### src/rtl/input_buffer_pkg.sv
// Shared constants and FSM state type for the input staging buffer.
package input_buffer_pkg;
  localparam int DATA_W = 32;
  localparam int DEPTH  = 16;
  localparam int ADDR_W = 4;
  localparam int LEN_W  = 5;

  typedef enum logic [1:0] {
    IDLE = 2'd0,
    SEND = 2'd1,
    DONE = 2'd2
  } state_t;
endpackage

### src/rtl/input_buffer_if.sv
// Host write port, burst command and array-side valid/ready stream.
interface input_buffer_if;
  import input_buffer_pkg::*;

  logic [DATA_W-1:0] data;
  logic [ADDR_W-1:0] ip_buf_addr_for_store;
  logic              ip_buffer_instr_for_storing_data;
  logic [ADDR_W-1:0] ip_buf_addr_for_burst;
  logic [LEN_W-1:0]  burst_len;
  logic              ip_buffer_instr_for_sending_data;
  logic [DATA_W-1:0] arr_data;
  logic              arr_valid;
  logic              arr_ready;
  logic              busy;
  logic              done;
  logic              err;

  modport slave (
    input  data, ip_buf_addr_for_store, ip_buffer_instr_for_storing_data,
           ip_buf_addr_for_burst, burst_len, ip_buffer_instr_for_sending_data,
           arr_ready,
    output arr_data, arr_valid, busy, done, err
  );

  modport master (
    output data, ip_buf_addr_for_store, ip_buffer_instr_for_storing_data,
           ip_buf_addr_for_burst, burst_len, ip_buffer_instr_for_sending_data,
           arr_ready,
    input  arr_data, arr_valid, busy, done, err
  );
endinterface

### src/rtl/ip_buf_mem.sv
// Operand register file: synchronous write and clear, combinational read.
module ip_buf_mem
  import input_buffer_pkg::*;
(
  input  logic              clk,
  input  logic              rst,
  input  logic              we,
  input  logic [ADDR_W-1:0] wr_addr,
  input  logic [DATA_W-1:0] wr_data,
  input  logic [ADDR_W-1:0] rd_addr,
  output logic [DATA_W-1:0] rd_data
);

  logic [DATA_W-1:0] mem [DEPTH];

  always_ff @(posedge clk) begin
    if (rst) begin
      for (int i = 0; i < DEPTH; i++) mem[i] <= '0;
    end else if (we) begin
      mem[wr_addr] <= wr_data;
    end
  end

  assign rd_data = mem[rd_addr];

endmodule

### src/rtl/input_buffer.sv
// Addressed input staging buffer with burst sequencer toward the array feeders.
// Define IP_BUF_WRAP_EN to let bursts wrap modulo DEPTH instead of rejecting them.
//
// state | meaning
// IDLE  | waiting for a start strobe
// SEND  | streaming words, arr_valid high
// DONE  | done pulse, back to IDLE next cycle
module input_buffer
  import input_buffer_pkg::*;
(
  input logic           clk,
  input logic           rst,
  input_buffer_if.slave bus
);

  state_t            state, state_nxt;
  logic [ADDR_W-1:0] addr_q;
  logic [ADDR_W-1:0] rd_addr;
  logic [LEN_W-1:0]  remaining;
  logic [DATA_W-1:0] rd_data;
  logic [DATA_W-1:0] arr_data_q;
  logic              arr_valid_q;
  logic              err_q;
  logic              load_first, load_next, finish, reject;
  logic              len_bad, ovf, beat;

  ip_buf_mem u_mem (
    .clk     (clk),
    .rst     (rst),
    .we      (bus.ip_buffer_instr_for_storing_data),
    .wr_addr (bus.ip_buf_addr_for_store),
    .wr_data (bus.data),
    .rd_addr (rd_addr),
    .rd_data (rd_data)
  );

  assign beat    = arr_valid_q & bus.arr_ready;
  assign len_bad = bus.burst_len > LEN_W'(DEPTH);

`ifdef IP_BUF_WRAP_EN
  assign ovf = 1'b0;
`else
  logic [LEN_W:0] end_addr;
  assign end_addr = (LEN_W+1)'(bus.ip_buf_addr_for_burst) + (LEN_W+1)'(bus.burst_len);
  assign ovf      = end_addr > (LEN_W+1)'(DEPTH);
`endif

  always_ff @(posedge clk) begin
    if (rst) state <= IDLE;
    else     state <= state_nxt;
  end

  always_comb begin
    state_nxt  = state;
    load_first = 1'b0;
    load_next  = 1'b0;
    finish     = 1'b0;
    reject     = 1'b0;
    rd_addr    = addr_q;
    unique case (state)
      IDLE: begin
        rd_addr = bus.ip_buf_addr_for_burst;
        if (bus.ip_buffer_instr_for_sending_data) begin
          if (len_bad || ovf) begin
            reject = 1'b1;
          end else if (bus.burst_len == '0) begin
            state_nxt = DONE;
          end else begin
            load_first = 1'b1;
            state_nxt  = SEND;
          end
        end
      end
      SEND: begin
        if (beat) begin
          if (remaining > LEN_W'(1)) begin
            load_next = 1'b1;
          end else begin
            finish    = 1'b1;
            state_nxt = DONE;
          end
        end
      end
      DONE:    state_nxt = IDLE;
      default: state_nxt = IDLE;
    endcase
  end

  // addr_q always points at the word to load on the next accepted beat
  always_ff @(posedge clk) begin
    if (rst) begin
      arr_data_q  <= '0;
      arr_valid_q <= 1'b0;
      addr_q      <= '0;
      remaining   <= '0;
      err_q       <= 1'b0;
    end else begin
      err_q <= reject;
      if (load_first) begin
        arr_data_q  <= rd_data;
        arr_valid_q <= 1'b1;
        addr_q      <= bus.ip_buf_addr_for_burst + ADDR_W'(1);
        remaining   <= bus.burst_len;
      end else if (load_next) begin
        arr_data_q <= rd_data;
        addr_q     <= addr_q + ADDR_W'(1);
        remaining  <= remaining - LEN_W'(1);
      end else if (finish) begin
        arr_valid_q <= 1'b0;
      end
    end
  end

  assign bus.arr_data  = arr_data_q;
  assign bus.arr_valid = arr_valid_q;
  assign bus.err       = err_q;
  assign bus.busy      = (state != IDLE);
  assign bus.done      = (state == DONE);

endmodule

### src/flat_wrapper.sv
// flat-port wrapper written by rule: the top's interface ports become plain ports
module input_buffer_flat import input_buffer_pkg::*;
  (clk, rst, bus_data, bus_ip_buf_addr_for_store, bus_ip_buffer_instr_for_storing_data, bus_ip_buf_addr_for_burst, bus_burst_len, bus_ip_buffer_instr_for_sending_data, bus_arr_ready, bus_arr_data, bus_arr_valid, bus_busy, bus_done, bus_err);
  input_buffer_if bus_i ();
  input logic clk;
  input logic rst;
  input wire logic [$bits(bus_i.data)-1:0] bus_data;
  input wire logic [$bits(bus_i.ip_buf_addr_for_store)-1:0] bus_ip_buf_addr_for_store;
  input wire logic [$bits(bus_i.ip_buffer_instr_for_storing_data)-1:0] bus_ip_buffer_instr_for_storing_data;
  input wire logic [$bits(bus_i.ip_buf_addr_for_burst)-1:0] bus_ip_buf_addr_for_burst;
  input wire logic [$bits(bus_i.burst_len)-1:0] bus_burst_len;
  input wire logic [$bits(bus_i.ip_buffer_instr_for_sending_data)-1:0] bus_ip_buffer_instr_for_sending_data;
  input wire logic [$bits(bus_i.arr_ready)-1:0] bus_arr_ready;
  output wire logic [$bits(bus_i.arr_data)-1:0] bus_arr_data;
  output wire logic [$bits(bus_i.arr_valid)-1:0] bus_arr_valid;
  output wire logic [$bits(bus_i.busy)-1:0] bus_busy;
  output wire logic [$bits(bus_i.done)-1:0] bus_done;
  output wire logic [$bits(bus_i.err)-1:0] bus_err;
  assign bus_i.data = bus_data;
  assign bus_i.ip_buf_addr_for_store = bus_ip_buf_addr_for_store;
  assign bus_i.ip_buffer_instr_for_storing_data = bus_ip_buffer_instr_for_storing_data;
  assign bus_i.ip_buf_addr_for_burst = bus_ip_buf_addr_for_burst;
  assign bus_i.burst_len = bus_burst_len;
  assign bus_i.ip_buffer_instr_for_sending_data = bus_ip_buffer_instr_for_sending_data;
  assign bus_i.arr_ready = bus_arr_ready;
  assign bus_arr_data = bus_i.arr_data;
  assign bus_arr_valid = bus_i.arr_valid;
  assign bus_busy = bus_i.busy;
  assign bus_done = bus_i.done;
  assign bus_err = bus_i.err;
  input_buffer u_core (.clk(clk), .rst(rst), .bus(bus_i));
endmodule
### config.mk
export PLATFORM = sky130hd
export DESIGN_NAME = input_buffer_flat
export DESIGN_NICKNAME = d
export VERILOG_FILES = /design/src/rtl/input_buffer_pkg.sv /design/src/rtl/input_buffer_if.sv /design/src/rtl/ip_buf_mem.sv /design/src/rtl/input_buffer.sv /design/src/flat_wrapper.sv
export SDC_FILE = /design/constraint.sdc
export NUM_CORES = 1
export LEC_CHECK = 0
export CAP_MARGIN = 10
export CORE_MARGIN = 2
export CORE_UTILIZATION = 47
export DETAILED_ROUTE_END_ITERATION = 10
export GPL_TIMING_DRIVEN = 0
export PLACE_DENSITY = 0.71
export SYNTH_ARGS = -nofsm -noshare
export SYNTH_HDL_FRONTEND = slang
export SYNTH_HIERARCHICAL = 1
export SYNTH_SLANG_ARGS = --single-unit
### constraint.sdc
create_clock -name clk -period 3.9 [get_ports clk]
set_clock_uncertainty 0.1 [all_clocks]
set_input_delay 0.975 -clock clk [delete_from_list [all_inputs] [get_ports clk]]
set_output_delay 0.975 -clock clk [all_outputs]
set_load 0.05 [all_outputs]
==> results of run 1 <==
path summary, 6_finish.rpt:
path,to,slack (ns),depth (start not counted)
worst max register to register,u_core/bus.arr_data[23],0.29,9
worst min-delay path,u_core/bus.arr_data[9],0.39,2
worst min register to register,u_core/bus.arr_data[9],0.39,2
worst max-delay path,u_core/addr_q[2],0.07,14
report_power, final:
| part | leakage, nW | switching [mW] | internal [mW] |
|---|---|---|---|
| clock network | 0.917 | 2.30 | 3.14 |
| registers | 5.25 | 0.103 | 6.86 |
| logic | 3.73 | 0.963 | 0.626 |
cell usage in the layout (no fill, tap or decap), drive strengths merged, types with 2 or more instances in the layout:
master / n
clkinv: 19
bufinv: 4
nand4bb: 2
o21bai: 2
a31oi: 2
buf: 36
a21oi: 39
nand2b: 2
nor4: 2
nor2b: 5
nor3: 6
nand3b: 34
dfxtp: 45
clkdlybuf4s50: 80
or4: 2
edfxtp: 512
dlygate4sd2: 3
nand3: 7
or3: 3
xor2: 3
clkinvlp: 2
a22oi: 65
clkbuf: 199
nand2: 38
or3b: 2
inv: 7
mux4: 128
o21ai: 34
and2: 513
xnor2: 4
or2: 18
ha: 7
nor2: 28
nand4: 2
mux2: 6
a211oi: 5
per-layer routing:
layer	routed length [um]	vias up
met2	33000	814
met4	1730	0
li1	-	6522
met3	7670	115
met1	27000	7776
met5	0	-
cell families after synthesis:
logic type | count (synthesis) | synth area share [%]
AO/OA/AOI/OAI | 152 | 3.92
XOR/XNOR | 7 | 0.243
adder cells (fa/ha/maj) | 8 | 0.427
buffers and inverters | 150 | 2.65
flip-flops | 557 | 64.6
multiplexers | 135 | 11.7
AND/OR/NAND/NOR | 667 | 16.5
final cells by class:
class                      instances  area share, %
inverter                           4         0.0519
sequential                       557           56.3
clock buffer                      81           5.56
antenna                            1        0.00865
multi-input combinational        969           28.7
buffer                           146           2.26
timing repair buffer              92           3.28
tap                              688           2.98
clock inverter                    28          0.896
registers in the layout, indices dropped and copies added (netlist names):
register	count
u_core/u_mem/mem	512
u_core/bus.arr_data	32
u_core/remaining	5
u_core/addr_q	4
u_core/state	2
u_core/bus.arr_valid	1
u_core/bus.err	1
critical path, delay by kind of cell:
family / cells / cell delay, ns
AOI/OAI and AO/OA: 3 / 0.82
adders and majority gates: 2 / 0.46
and+or+nand+nor: 3 / 0.54
xor gates and xnor gates: 2 / 0.31
muxes: 1 / 0.32
buffers and inverters: 3 / 0.83
repair_timing:
item	in CTS	in global routing
hold buffers	0	0
pin swaps	0	1
cloned	0	0
setup endpoints to repair	2	1
resized for setup	5	3
buffers inserted	0	3
stage by stage:
step	setup TNS (ns)	area, um^2
2_1_floorplan	0	25200
3_3_place_gp	-81.35	26900
3_5_place_dp	-98.97	26900
4_1_cts	0	28800
5_1_grt	-0.00491	28900
6_report	0	28900
==> qor.yml, run 1 <==
setup_path:
  critical-path-max-stage-delay_ns: 0.56
  critPathMaxFanout: 10
  startpoint_type: "input port"
  end_kind: "flop"
  startpoint: "bus_burst_len[2]"
  cp.arrival_ns: 4.28
  r2r-start: "u_core/state[1]"
  crit_type: "in -> reg"
  crit_slowest_cell: "clkdlybuf4s50_1"
  path_cells: "clkdlybuf4s50_1 -> ha_1 -> xor2_1 -> or4_1 -> o32a_1 -> a31oi_4 -> buf_6 -> buf_6 -> mux2_4 -> ha_4 -> nand2_1 -> xnor2_1 -> nor2_1 -> a211oi_2"
  worstPathRequired_ns: 4.35
  cp_common_cell: "buf_6"
grt:
  top_usage_layer: "met2"
  grt_max_degree: 33
  first_global_vias: 15500
  grtUsageMet3_pct: 6.99
  grt_util_met1_pct: 33.4
  antenna_found_initial: 3
  grt_overflow: 0
  grt_first_pass_wirelength_um: 101000
  grt_usage_pct: 25.2
  grtUsageMet2_pct: 40.3
placement:
  gp_congestion: 0.847
  hpwlAfterDp_um: 42700
  port_buffers: 85
  pre_cts_ws_ns: -0.905
  dp.cells: 2449
timing:
  hold_violations: 0
  drv_slew: 0
  period_share_pct: 98.2
  hold_slack_ns: 0.388
  setup_viol: 0
  fmax_ghz: 0.261
  min_period_ns: 3.83
  maxSlewHeadroom_pct: 15.0
  tightest_slew_ns: 1.28
  setup_slack_ns: 0.0701
synthesis:
  postSynthCellCount: 1676
  synth_edf_count: 512
  synth_top_area_cell: "edfxtp_1"
  yosysWarnings: 6
  synth_top_area_share_pct: 61.0
  ys_seq_area_share_pct: 64.6
  synth_nets: 1734
  syn-cell-area_um2: 25200
  ys_ff_latch: 557
  syn_area_per_cell_um2: 15.0
  synth-main-ff-cell: "edfxtp_1"
  synth_area_leaders: "edfxtp_1, and2_1, mux4_2"
  synth.distinct_cells: 54
  synth_common_cells: "edfxtp_1, and2_1, mux4_2"
  synth_async_sr_flop_share_pct: 0
  synth_most_common_cell: "edfxtp_1"
floorplanning:
  core_um2: 52800
  die_height_um: 236
  die-area_um2: 55500
  die_width_um: 236
  ios: 86
  num_rows: 84
  initial_core_util_pct: 47.8
cells_and_area:
  utilization_pct: 54.8
  multiInputGateArea_um2: 8300
  nets: 1886
  syn_to_final_growth_pct: 14.7
  nFillCells: 4224
  layout.cells.non_filler: 2566
  regArea_um2: 16300
  drive_gt1_share_pct: 17.6
power_and_ir_drop:
  p_leak_nw: 9.90
  p_total_mw: 14.0
  vdd.ir_drop.worst_mv: 0.308
  power_density_nw_per_um2: 484
clock_network:
  h-tree-depth: 2
  clk_pin_slew_ns: 0.06
  ctsRootBufferMaster: "clkbuf_16"
  cts-buffers-inserted: 58
  cts_tree: "built"
  cts.sinks: 557
  clk_latency_ns: 0.63
  clock_path_buffers: 3
routing:
  vias: 15200
  drt-total-wl_um: 69400
  wl_per_cell_um: 27.0
  vias_per_cell: 5.93
  drt-initial-drc-count: 1954
  drt-pass1-iter-count: 5
  drc_errors: 0
  ant_nets: 0
run_status:
  status: "finished clean"
run:
  drv_cap: 0
min_path:
  hold_class: "reg -> reg"
  hp-start: "u_core/bus.arr_data[9]"
(Power assumes the default switching activity.)
==> run 2: changes to the inputs <==
- CORE_MARGIN: 2 -> 4
==> run 2 against run 1 <==
Against the previous run:
- clock-buffer cell count is 1 higher
- critical path depth stayed put
- wire length is 1.2% higher
- sequential share of layout area is 0.33 points lower
- maximum frequency is 0.77% lower
- non-clock buffer count is 2 lower
- register-to-register slack worse by 0.07 ns
- total power is 2.9% higher
- via count is 0.12% higher
- global-route usage is 0.78 points lower
==> qor.yml, run 2 (synthesis results as in run 1) <==
run_status:
  status: "finished clean"
floorplanning:
  ios: 86  # unchanged
  die_height_um: 240  # +1.7%
  initial_core_util_pct: 47.7  # -0.095 points
  die-area_um2: 57400  # +3.4%
  die_width_um: 240  # +1.7%
  core_um2: 52900  # +0.20%
  num_rows: 84  # unchanged
routing:
  drt-total-wl_um: 70300  # +1.2%
  wl_per_cell_um: 27.4  # +1.3%
  drt-pass1-iter-count: 5  # unchanged
  drt-initial-drc-count: 1998  # +2.3%
  vias: 15200  # +0.12%
  drc_errors: 0  # unchanged
  ant_nets: 0  # unchanged
  vias_per_cell: 5.94  # +0.16%
timing:
  setup_slack_ns: 0.0404  # -0.0298 ns
  fmax_ghz: 0.259  # -0.77%
  tightest_slew_ns: 1.36  # +0.0833 ns
  hold_violations: 0  # unchanged
  maxSlewHeadroom_pct: 9.44  # -5.6 points
  period_share_pct: 99.0  # +0.76 points
  setup_viol: 0  # unchanged
  rsz0062_at_grt: "false"
  drv_slew: 0  # unchanged
  min_period_ns: 3.86  # +0.0298 ns
grt:
  first_global_vias: 15500  # +0.032%
  grt_overflow: 0  # unchanged
  grt_max_degree: 33  # unchanged
  antenna_found_initial: 5  # +2
  grt_first_pass_wirelength_um: 101000  # about the same
  grt_usage_pct: 24.4  # -0.78 points
setup_path:
  crit_slowest_cell: "or4_1"
  crit_cells: 14  # unchanged
  r2r-end: "u_core/bus.arr_data[23]"
  cp.arrival_ns: 4.29  # about the same
  cp_common_cell: "buf_6"
  r2r-start: "u_core/state[1]"
  path_cells: "dlygate4sd2_1 -> ha_2 -> fa_2 -> or4_1 -> o32a_1 -> a31oi_4 -> buf_6 -> buf_6 -> mux2_4 -> ha_4 -> nand2_1 -> xnor2_1 -> nor2_1 -> a211oi_2"
  critical-path-max-stage-delay_ns: 0.50  # -0.06 ns
  cp_top_family: "adder cells"
  r2r_slack_ns: 0.22  # -0.07 ns
  crit_type: "in -> reg"
  startpoint_type: "input port"
  reg2regPathDepth: 9  # unchanged
  worstPathRequired_ns: 4.33  # -0.02 ns
  cp_num_buf_inv: 3  # unchanged
  end_kind: "flop"
  critPathMaxFanout: 10  # unchanged
min_path:
  holdPathEnd: "u_core/bus.arr_data[31]"
  hp-start: "u_core/bus.arr_data[31]"
  hold_class: "reg -> reg"
  hold_depth: 2  # unchanged
placement:
  hpwlAfterDp_um: 43300  # +1.6%
  pre_cts_ws_ns: -0.859  # +0.0461 ns
  gp_congestion: 0.831  # -1.9%
  dp.cells: 2451  # +0.082%
  port_buffers: 85  # unchanged
power_and_ir_drop:
  power_density_nw_per_um2: 495  # +2.3%
  p_leak_nw: 9.97  # +0.73%
  vdd.ir_drop.worst_mv: 0.375  # +22%
  p_total_mw: 14.4  # +2.9%
clock_network:
  cts.sinks: 557  # unchanged
  cts_hold_buf: 0  # unchanged
  clk_latency_ns: 0.62  # about the same
  clock_path_buffers: 3  # unchanged
  h-tree-depth: 2  # unchanged
  ctsRootBufferMaster: "clkbuf_16"
  clk_pin_slew_ns: 0.06  # about the same
  cts_tree: "built"
  cts_setup_buffers: 0  # unchanged
  cts-buffers-inserted: 58  # unchanged
cells_and_area:
  syn_to_final_growth_pct: 15.4
  layout_commonest_cell: "edfxtp_1"
  top_register: "u_core/u_mem/mem"
  most-common-layout-cells: "edfxtp_1, and2_1, mux4_2"
  largest_reg_flops: 512  # unchanged
  layout.cells.non_filler: 2565  # -0.039%
  drive_gt1_share_pct: 17.8  # +0.18 points
  nets: 1884  # -0.11%
  nFillCells: 4216  # -0.19%
run:
  drv_cap: 0  # unchanged
run 2: cell count changes in the layout (fill, tap and decap cells not counted), sizes merged:
cell | before | now
dlymetal6s2s | 1 | 2
bufinv | 4 | 9
clkbuf | 199 | 200
clkdlybuf4s50 | 80 | 79
buf | 36 | 34
diode | 1 | 2
clkinv | 19 | 13
run 2: worst min-delay path: cells and delay by family, from the launching register on:
kind	cells	cell delay [ns]
DFF	1	0.31
AOI/OAI and AO/OA	1	0.06
and+or+nand+nor	1	0.08
run 2: worst max-delay path by stage:
stage	start	end	slack [ns]
final	bus_burst_len[0]	u_core/addr_q[2]	0.04
after detailed placement	bus_ip_buf_addr_for_burst[0]	u_core/addr_q[2]	-0.86
after floorplan	bus_ip_buf_addr_for_burst[0]	u_core/addr_q[2]	0.01
after CTS	bus_ip_buf_addr_for_burst[0]	u_core/addr_q[2]	0.04
after global routing	bus_burst_len[0]	u_core/addr_q[2]	0.002
after global placement	bus_ip_buf_addr_for_burst[0]	u_core/addr_q[2]	-0.81
run 2: timing repair:
| action | 4_1_cts | 5_1_grt |
|---|---|---|
| gates cloned | 0 | 0 |
| setup endpoints to repair | 2 | 1 |
| resized for setup | 4 | 6 |
run 2: stage by stage:
step | area, um^2 | TNS, ns | util (%) | hold WS, ns
global placement | 26900 | -70.04 | 51.0 | 0.369
global route | 29100 | 0 | 55.0 | 0.404
CTS | 29000 | 0 | 54.8 | 0.388
detailed placement | 27000 | -63.65 | 51.0 | 0.377
floorplan | 25200 | 0 | - | 0.383
finish | 29100 | 0 | 55.0 | 0.388
run 2: area by class of cell:
class                      count  area [um^2]  share of cell area [%]
sequential                   557        16300                    55.9
multi-input combinational    969         8310                    28.6
clock buffer                  82         1640                    5.65
timing repair buffer          90          955                    3.28
tap                          688          861                    2.96
buffer                       146          653                    2.25
clock inverter                27          374                    1.29
inverter                       4         15.0                  0.0516
antenna                        2         5.00                  0.0172
run 2: per-layer routing:
metal | share of wire, % | up-vias | GRT usage, %
met1 | 39 | 7765 | 33.7
met5 | 0 | - | 0
met4 | 3.3 | 0 | 8.81
li1 | - | 6504 | -
met3 | 9.9 | 148 | 4.57
met2 | 47 | 829 | 39.2
run 2: power by group:
group	switching (mW)	internal (mW)	total [mW]
combinational	0.982	0.627	1.61
clock	2.31	3.53	5.84
sequential	0.105	6.86	6.97
total	3.40	11.0	14.4
==> patch 1 (flow settings as in run 1) <==
Build with the macro `IP_BUF_WRAP_EN` defined.
--- a/src/rtl/input_buffer.sv
+++ b/src/rtl/input_buffer.sv
@@ -6,4 +6,6 @@
 // SEND  | streaming words, arr_valid high
 // DONE  | done pulse, back to IDLE next cycle
+`define IP_BUF_WRAP_EN
+
 module input_buffer
   import input_buffer_pkg::*;
Function: changed (Yosys sat finds a counterexample within 4 cycles, from zero or initial values and one cycle with rst high).
==> patch 1 against run 1 <==
Sequential cell count unchanged; wire length is 3.2% lower; die area decreased by 0.59%; area after synthesis is 0.61% lower; power fell by 0.31%; design area fell by 0.94%; register-to-register slack gained 0.11 ns; combinational power fell by 5%; sequential power is essentially flat; worst setup slack got worse by 0.028 ns.
==> patch 1: results <==
export IMPL_status="completed"
export IMPL_drt_iter0_markers=2049
export IMPL_dpl_worst_slack_ns=-0.468
export IMPL_min_to="u_core/bus.arr_data[26]"
export IMPL_grtUsageMet3_pct=4.38
export IMPL_power_leakage_uw=0.00983
export IMPL_clk_insertion_delay_late_ns=0.61
export IMPL_grt_pass1_vias=15102
export IMPL_globalRouteTotalUtil_pct=24.2
export IMPL_met3_length_um=6490
export IMPL_hold_path_startpoint="u_core/bus.arr_data[26]"
export IMPL_met1_usage_pct=33.3
export IMPL_cpLargestDelayFamily="simple AND/OR/NAND/NOR gates"
export IMPL_wl_met2_um=31600
export IMPL_drive_above_1_share_pct=17.1
export IMPL_reg2reg_from="u_core/state[0]"
export IMPL_timing_rr_end="u_core/bus.arr_data[18]"
export IMPL_vias_per_cell=5.91
export IMPL_power_share_sequential_pct=49.9
export IMPL_grt_pass1_wl_um=97700
export IMPL_p_comb_uw=1510
export IMPL_wirelength_um=67200
export IMPL_critPathLaunch="rst"
export IMPL_critPathMaxFanout=32
export IMPL_holdWs_ns=0.369
export IMPL_worst_r2r_cell_count=10
export IMPL_synth_common_cells="edfxtp_1, and2_1, mux4_2"
export IMPL_critPathCapture="u_core/u_mem/mem[14][4]"
export IMPL_place_congestion=0.864
[patch 1: kinds of logic (layout without fill, tap and decap cells)]
kind of cell               Yosys count  count (layout)  share of synthesized area, %
AOI/OAI and AO/OA                  154             154                          4.02
xor gates and xnor gates             5               5                         0.175
adders and majority gates            5               5                         0.250
buffers and inverters              153             342                          2.86
DFF                                557             557                          64.9
muxes                              132             132                          11.7
other                                0               1                             0
and+or+nand+nor                    655             655                          16.1
[patch 1: timing repair]
action,4_1_cts,5_1_grt
endpoints found under the setup margin,0,32
gates resized for setup,0,1
hold endpoints to repair,0,0
[patch 1: area by class of cell]
cell class                      count  area (um^2)
Inverter                            7         26.3
Clock buffer                       77         1580
Clock inverter                     27          290
Fill cell                        4226        24000
Tap cell                          688          861
Multi-Input combinational cell    951         8070
Antenna cell                        1         2.50
Buffer                            146          691
Timing Repair Buffer               85          851
Sequential cell                   557        16300
==> patch 2 (config.mk and constraints of run 1) <==
Made on the original files. `ADDR_W`: 4 -> 5.
--- a/src/rtl/input_buffer_pkg.sv
+++ b/src/rtl/input_buffer_pkg.sv
@@ -3,5 +3,5 @@
   localparam int DATA_W = 32;
   localparam int DEPTH  = 16;
-  localparam int ADDR_W = 4;
+  localparam int ADDR_W = 5;
   localparam int LEN_W  = 5;
 
Interface: changed (resized bus_ip_buf_addr_for_burst and bus_ip_buf_addr_for_store); port bits go from 86 to 88. No check against the original RTL was run, so the function may have changed too.
==> patch 2 against run 1 <==
Sequential cell count unchanged; wire length down 1.8%; worst hold slack worse by 0.014 ns; area after synthesis up 0.85%; design area up 0.72%; power down 2.0%; clock power down 0.9%; worst setup slack better by 0.015 ns; critical path type unchanged; largest cell class unchanged; highest routed layer is now met5.
==> patch 2: results <==
export IMPL_dpl_worst_slack_ns=-0.956
export IMPL_critPathArrivalTime_ns=3.93
export IMPL_globalRouteTotalUtil_pct=24.6
export IMPL_vias=14980
export IMPL_p_sw_uw=3180
export IMPL_die_x_um=237
export IMPL_status="completed"
export IMPL_drive_above_1_share_pct=17.2
export IMPL_antenna_found_initial=2
export IMPL_multi_input_area_um2=8560
export IMPL_fill_cells=4315
export IMPL_cts_buffers=57
export IMPL_cts_resized_gates=3
export IMPL_dpl_instance_area_um2=27200
export IMPL_power_leakage_uw=0.0102
export IMPL_final_net_count=1893
export IMPL_grt_pass1_vias=15507
export IMPL_p_comb_uw=1380
export IMPL_clockBufferCount=80
export IMPL_place_hpwl_um=41900
export IMPL_max_stage_delay_ns=1.02
export IMPL_synth_nets=1742
export IMPL_slowest_stage="or2_2"
export IMPL_final_clk_cell_share_pct=6.37
export IMPL_ir_drop_mv=0.335
export IMPL_cts_setup_buffers=2
export IMPL_buffers_excl_clock=232
export IMPL_port_buffers=86
export IMPL_wl_per_cell_um=26.5
export IMPL_critPathMaxFanout=32
export IMPL_grt_pass1_wl_um=99900
export IMPL_power_uw=13700
export IMPL_place_congestion=0.831
export IMPL_antenna_cells=2
export IMPL_drt_iter0_markers=1498
==> patch 2: path summary, 6_finish.rpt <==
kind | slack, ns | startpoint | end
hold reg to reg | 0.37 | u_core/bus.arr_data[22] | u_core/bus.arr_data[22]
setup reg to reg | 0.46 | u_core/state[0] | u_core/bus.arr_data[31]
setup / recovery | 0.08 | rst | u_core/u_mem/mem[10][5]
hold / removal | 0.37 | u_core/bus.arr_data[22] | u_core/bus.arr_data[22]
==> patch 2: metrics by stage <==
step | utilization, % | hold WS [ns]
floorplan | - | 0.373
global placement | 50.7 | 0.364
detailed placement | 50.7 | 0.369
CTS | 54.2 | 0.379
global route | 54.3 | 0.404
finish | 54.3 | 0.374
==> patch 2: critical path, delay by kind of cell <==
kind | cells | cell delay (ns)
buffers and inverters | 2 | 1.09
and+or+nand+nor | 3 | 1.84
==> patch 2: layer usage <==
layer | share of wire, % | global-route usage, %
met2 | 49 | 40.9
met1 | 39 | 32.5
met5 | 0.015 | 0
met4 | 2.2 | 7.21
met3 | 10 | 5.57
